**config.mk**
```make
export PLATFORM = sky130hd
export DESIGN_NAME = iob_pcie_tx_arb
export DESIGN_NICKNAME = d
export VERILOG_FILES = /design/src/rtl/iob_pcie_tx_arb.sv
export SDC_FILE = /design/constraint.sdc
export NUM_CORES = 1
export LEC_CHECK = 0
export ABC_CLOCK_PERIOD_IN_PS = 5200
export BUFFER_PORTS_ARGS = -buffer_cell sky130_fd_sc_hd__buf_2
export CORE_AREA = 2 2 130 132
export CTS_CLUSTER_SIZE = 8
export DETAILED_ROUTE_END_ITERATION = 8
export DIE_AREA = 0 0 132 134
export SYNTH_ARGS = -nofsm -noshare
export SYNTH_HDL_FRONTEND = slang
export SYNTH_SLANG_ARGS = --single-unit
```
**constraint.sdc**
```tcl
create_clock -name clk -period 5.2 [get_ports clk]
set_input_delay 0.52 -clock clk [delete_from_list [all_inputs] [get_ports clk]]
set_output_delay 0.52 -clock clk [all_outputs]
set_load 0.03 [all_outputs]
```
**src/rtl/iob_pcie_tx_arb.sv**
```systemverilog
// iob_pcie_tx_arb: two-requester round-robin arbiter in front of a PCIe TX channel.
// A granted requester keeps the channel for a whole transaction: request/ack
// handshake, then (len+1)/2 64-bit beats, then a one-cycle DONE pulse.
//
// state  | meaning
// -------+-------------------------------------------------------------
// IDLE   | no transaction; arbitrate among REQ bits
// REQ    | winner latched; PCIE_CHNL_TX up (unless len==0), wait for ACK
// DATA   | stream beats from the granted requester, count down to zero
// DONE   | one-cycle DONE pulse to the winner, grant released
module iob_pcie_tx_arb #(
  parameter int DATA_W           = 32,
  parameter int C_PCI_DATA_WIDTH = 64
) (
  input  logic                          clk,
  input  logic                          arst_n,
  input  logic [1:0]                    REQ,
  input  logic [2*DATA_W-1:0]           REQ_LEN,
  input  logic [1:0]                    REQ_LAST,
  input  logic [2*C_PCI_DATA_WIDTH-1:0] REQ_DATA,
  input  logic [1:0]                    REQ_DATA_VALID,
  output logic [1:0]                    REQ_DATA_REN,
  output logic [1:0]                    GNT,
  output logic [1:0]                    DONE,
  output logic                          BUSY,
  output logic                          PCIE_CHNL_TX,
  input  logic                          PCIE_CHNL_TX_ACK,
  output logic                          PCIE_CHNL_TX_LAST,
  output logic [DATA_W-1:0]             PCIE_CHNL_TX_LEN,
  output logic [DATA_W-2:0]             PCIE_CHNL_TX_OFF,
  output logic [C_PCI_DATA_WIDTH-1:0]   PCIE_CHNL_TX_DATA,
  output logic                          PCIE_CHNL_TX_DATA_VALID,
  input  logic                          PCIE_CHNL_TX_DATA_REN
);

  typedef enum logic [1:0] {
    S_IDLE = 2'd0,
    S_REQ  = 2'd1,
    S_DATA = 2'd2,
    S_DONE = 2'd3
  } state_t;

  state_t                r_state;
  state_t                w_next;
  logic                  r_ptr;
  logic                  r_idx;
  logic                  r_last;
  logic [DATA_W-1:0]     r_len;
  logic [DATA_W-1:0]     r_cnt;

  logic                  w_any;
  logic                  w_win;
  logic [DATA_W-1:0]     w_win_len;
  logic                  w_win_last;
  logic                  w_len_zero;
  logic [DATA_W:0]       w_len_p1;
  logic [DATA_W-1:0]     w_cnt_load;
  logic                  w_valid_g;
  logic [C_PCI_DATA_WIDTH-1:0] w_data_g;
  logic                  w_beat;
  logic                  w_last_beat;
  logic [1:0]            w_onehot;

  // Arbitration: on contention the pointer wins, otherwise the lone requester.
  assign w_any      = |REQ;
  assign w_win      = (&REQ) ? r_ptr : REQ[1];
  assign w_win_len  = w_win ? REQ_LEN[2*DATA_W-1:DATA_W] : REQ_LEN[DATA_W-1:0];
  assign w_win_last = w_win ? REQ_LAST[1] : REQ_LAST[0];

  // Beat count is (len+1)>>1 taken one bit wider so len = all-ones cannot wrap.
  assign w_len_zero = (r_len == '0);
  assign w_len_p1   = {1'b0, r_len} + {{DATA_W{1'b0}}, 1'b1};
  assign w_cnt_load = w_len_p1[DATA_W:1];

  assign w_valid_g   = r_idx ? REQ_DATA_VALID[1] : REQ_DATA_VALID[0];
  assign w_data_g    = r_idx ? REQ_DATA[2*C_PCI_DATA_WIDTH-1:C_PCI_DATA_WIDTH]
                             : REQ_DATA[C_PCI_DATA_WIDTH-1:0];
  assign w_beat      = (r_state == S_DATA) && w_valid_g && PCIE_CHNL_TX_DATA_REN;
  assign w_last_beat = w_beat && (r_cnt == {{(DATA_W-1){1'b0}}, 1'b1});
  assign w_onehot    = r_idx ? 2'b10 : 2'b01;

  // State register.
  always_ff @(posedge clk or negedge arst_n) begin
    if (!arst_n) r_state <= S_IDLE;
    else         r_state <= w_next;
  end

  // Next-state logic; a zero-length winner passes through REQ without TX to DONE.
  always_comb begin
    w_next = r_state;
    case (r_state)
      S_IDLE: if (w_any) w_next = S_REQ;
      S_REQ: begin
        if (w_len_zero)            w_next = S_DONE;
        else if (PCIE_CHNL_TX_ACK) w_next = S_DATA;
      end
      S_DATA: if (w_last_beat) w_next = S_DONE;
      S_DONE: w_next = S_IDLE;
      default: w_next = S_IDLE;
    endcase
  end

  // Transaction context: winner latch, round-robin pointer and beat down-counter.
  always_ff @(posedge clk or negedge arst_n) begin
    if (!arst_n) begin
      r_ptr  <= 1'b0;
      r_idx  <= 1'b0;
      r_last <= 1'b0;
      r_len  <= '0;
      r_cnt  <= '0;
    end else begin
      if (r_state == S_IDLE && w_any) begin
        r_idx  <= w_win;
        r_ptr  <= ~w_win;
        r_len  <= w_win_len;
        r_last <= w_win_last;
      end
      if (r_state == S_REQ && !w_len_zero && PCIE_CHNL_TX_ACK) begin
        r_cnt <= w_cnt_load;
      end else if (w_beat) begin
        r_cnt <= r_cnt - {{(DATA_W-1){1'b0}}, 1'b1};
      end
    end
  end

  // Outputs decoded from state; everything falls to zero with the async reset.
  always_comb begin
    PCIE_CHNL_TX            = 1'b0;
    GNT                     = 2'b00;
    DONE                    = 2'b00;
    REQ_DATA_REN            = 2'b00;
    PCIE_CHNL_TX_DATA_VALID = 1'b0;
    PCIE_CHNL_TX_DATA       = '0;
    BUSY                    = (r_state != S_IDLE);
    PCIE_CHNL_TX_LEN        = r_len;
    PCIE_CHNL_TX_LAST       = r_last;
    PCIE_CHNL_TX_OFF        = '0;
    case (r_state)
      S_REQ: begin
        PCIE_CHNL_TX = !w_len_zero;
        GNT          = w_onehot;
      end
      S_DATA: begin
        PCIE_CHNL_TX            = 1'b1;
        GNT                     = w_onehot;
        REQ_DATA_REN            = w_onehot & {2{PCIE_CHNL_TX_DATA_REN}};
        PCIE_CHNL_TX_DATA_VALID = w_valid_g;
        PCIE_CHNL_TX_DATA       = w_data_g;
      end
      S_DONE: DONE = w_onehot;
      default: ;
    endcase
  end

endmodule

```
==> qor.txt <==
Fin crit share: 60.5%
Status: finished clean
Crit path DAT: 2630 ps
Critical Path RT: 4680 ps
Min cycle time layout: 3150 ps
DR WL/cell: 18.6 um
Layout cells sized above 1: 37.9%
Average size of a mapped cell: 8.73 sq um
Residual DRC: 0
Sequential area share after synthesis: 32.5%
Post-Synth XOR/XNOR Area: 9.57%
CTS hold repair buffers: 0
First-pass GRT wire length: 31100 um
Worst rel slew slack: 26.4%
CTS sink count: 69
Max_cap viols: 0
Final ANT Viol Nets: 0
Global placer's final weighted congestion: 0.825
Compound-cell area share of the yosys netlist: 10.7%
Crit path capture type: primary output
Measured slew at the worst slew-check pin: 1100 ps
DR iter-0 viols: 317
DR vias: 5508
Synth Register Bits: 69
Yosys warns: 0
Hpwl dp: 17000 um
Post-CTS Setup Repair Bufs: 0
Crit start category: flip-flop
Drt total wl: 20900 um
Antenna Cells: 0
Final hold violation count: 0
Leakage: 3.80 nW
Post-Synth Simple-Gate Area: 20.5%
CP Launch Point: r_idx
Clock root buffer: clkbuf_16
Tot Pwr: 4.33 mW
Pins Over Slew Limit: 0
Pin count of the biggest net entering global routing: 70
Unrepaired setup endpoints after global routing: false
H-tree depth: 3
Via density: 4.91
Max Clk Rate: 318 MHz
Die Y: 134 um
Final setup margin: 2050 ps
Final clock skew: 6.74 ps
Setup WS pre-CTS: 2300 ps
Resized Gates After CTS: 0
Mapped cell area: 5310 sq um
VDD IR max: 0.314 mV
Cells after Synth: 608
Area Growth Syn to Fin: 35.8%
Primary FF master, synth: dfrtp_1
Row count: 47
Post-route core utilization: 44.2%
Yosys top cell by area: dfrtp_1
Most numerous cell in the Yosys netlist: nor2_1
Origin of the critical flop-to-flop path: r_cnt[18]
Leading cell types by count after synthesis: nor2_1, mux2i_1, dfrtp_1, inv_1, nand2_1
# port buffers: 307
Largest family of logic cells by synthesized area: simple AND/OR/NAND/NOR gates
Gr ovfl total: 0
Crit Path Class: reg -> out
Clk slew on worst S/H paths: 60 ps
Clk buf depth: 2
Multiplexer share of the synthesized area: 14.9%
Worst-Skew Late Latency: 330 ps
Post-Synth Adder-Cell Area: 1.89%
Type of the worst min-delay path: in -> async
Setup TNS: 0 ps
Yosys top cell area share: 32.5%
Final Setup Violations: 0
Yosys cell types: 49
EDFF count, synth: 0
Vias in the first global route: 5224
Layout net count: 1107
Pre-antenna DRT Iters: 8
Async set-or-reset flop fraction in the synthesized netlist: 100%
Placed Area: 6930 sq um
Die ar.: 17700 sq um
Core Footprint: 16300 sq um
PwrDens: 601 nW/um^2
Synth top area cells: dfrtp_1, mux2i_1, a222oi_1
IO Count: 339
Initial antenna violation count: 0
Initial Utilization: 32.6%
CTS tree: yes
Die W: 132 um
Gr usage total: 22.9%
Worst-path fanout max: 57
CTS buffer count: 9
Final design area excluding fillers: 7210 sq um
## report_power, final
group          internal [mW]  switching [mW]  leakage [nW]
logic                  0.899            1.66          2.81
registers              0.796           0.406         0.851
clock network          0.333           0.231         0.134
## layout make-up
cell class                 count  area, sq um
fill                        1708         9080
multi-input combinational    462         3190
sequential                    69         1730
timing repair buffer         312         1570
tap                          220          275
clock buffer                  10          239
inverter                      43          161
clock inverter                 6         38.8
## metrics by stage
step / instances / hold slack (ps)
4_1_cts: 1122 / 410
3_3_place_gp: 1106 / 513
5_1_grt: 1122 / 416
2_1_floorplan: 638 / 224
3_5_place_dp: 1106 / 516
6_report: 1122 / 390
## critical path, stage by stage, from the launching register on
cell and delay (ps):
dfrtp_4 600, buf_4 750, mux2i_1 500, nor2_1 120, buf_2 240
## sequential cells by signal (all words and copies together), names as in the netlist
name and count:
r_state 2, PCIE_CHNL_TX_LAST 1, PCIE_CHNL_TX_LEN 32, r_idx 1, r_ptr 1, r_cnt 32
## layer usage
layer  vias up  routed length (um)  GRT usage [%]
met5         -                   0              0
met4         0                 168           4.05
met3        11                1530           4.35
met2       256               10200           39.1
met1      2568                9010           30.6
li1       2673                   -              -
## worst paths after layout
kind | endpoint | slack, ps | cells after the start
min in group clk | PCIE_CHNL_TX_LEN[18] | 420 | 3
max in group asynchronous | r_idx | 4160 | 2
min reg2reg | r_ptr | 520 | 1
min | PCIE_CHNL_TX_LEN[26] | 390 | 2
max reg2reg | r_state[1] | 2370 | 6
max | PCIE_CHNL_TX_DATA[61] | 2050 | 4
## cell usage in the layout (no fill, tap or decap), types with 2 or more instances in the layout
| master | count |
|---|---|
| buf_2 | 307 |
| nor2_1 | 87 |
| mux2i_1 | 77 |
| dfrtp_1 | 68 |
| inv_1 | 42 |
| nand2_1 | 34 |
| a222oi_1 | 33 |
| conb_1 | 31 |
| xor2_1 | 30 |
| xnor2_1 | 28 |
| nand3_1 | 17 |
| o21ai_0 | 14 |
| nor4_1 | 11 |
| nor3_1 | 11 |
| nand4_1 | 10 |
| and3_1 | 10 |
| clkbuf_16 | 9 |
| ha_1 | 8 |
| nor2b_1 | 6 |
| and2_1 | 6 |
| a21oi_1 | 5 |
| buf_4 | 5 |
| and4_1 | 3 |
| or3_1 | 3 |
| a31oi_1 | 3 |
| nand3b_1 | 3 |
| clkinv_2 | 3 |
| mux2_2 | 2 |
| a21oi_2 | 2 |
| or4_4 | 2 |
| or4_1 | 2 |
| nor4b_4 | 2 |
| a22oi_1 | 2 |
| nor3b_1 | 2 |
| a21o_1 | 2 |
| clkinvlp_4 | 2 |
## kinds of logic (layout without fill, tap and decap cells)
group | Yosys count | after routing
compound gates | 71 | 71
buf+inv | 107 | 371
simple gates | 215 | 215
mux | 79 | 79
flops | 69 | 69
xor+xnor | 58 | 58
other cells | 1 | 31
fa+ha+maj | 8 | 8
(Power assumes the default switching activity.)
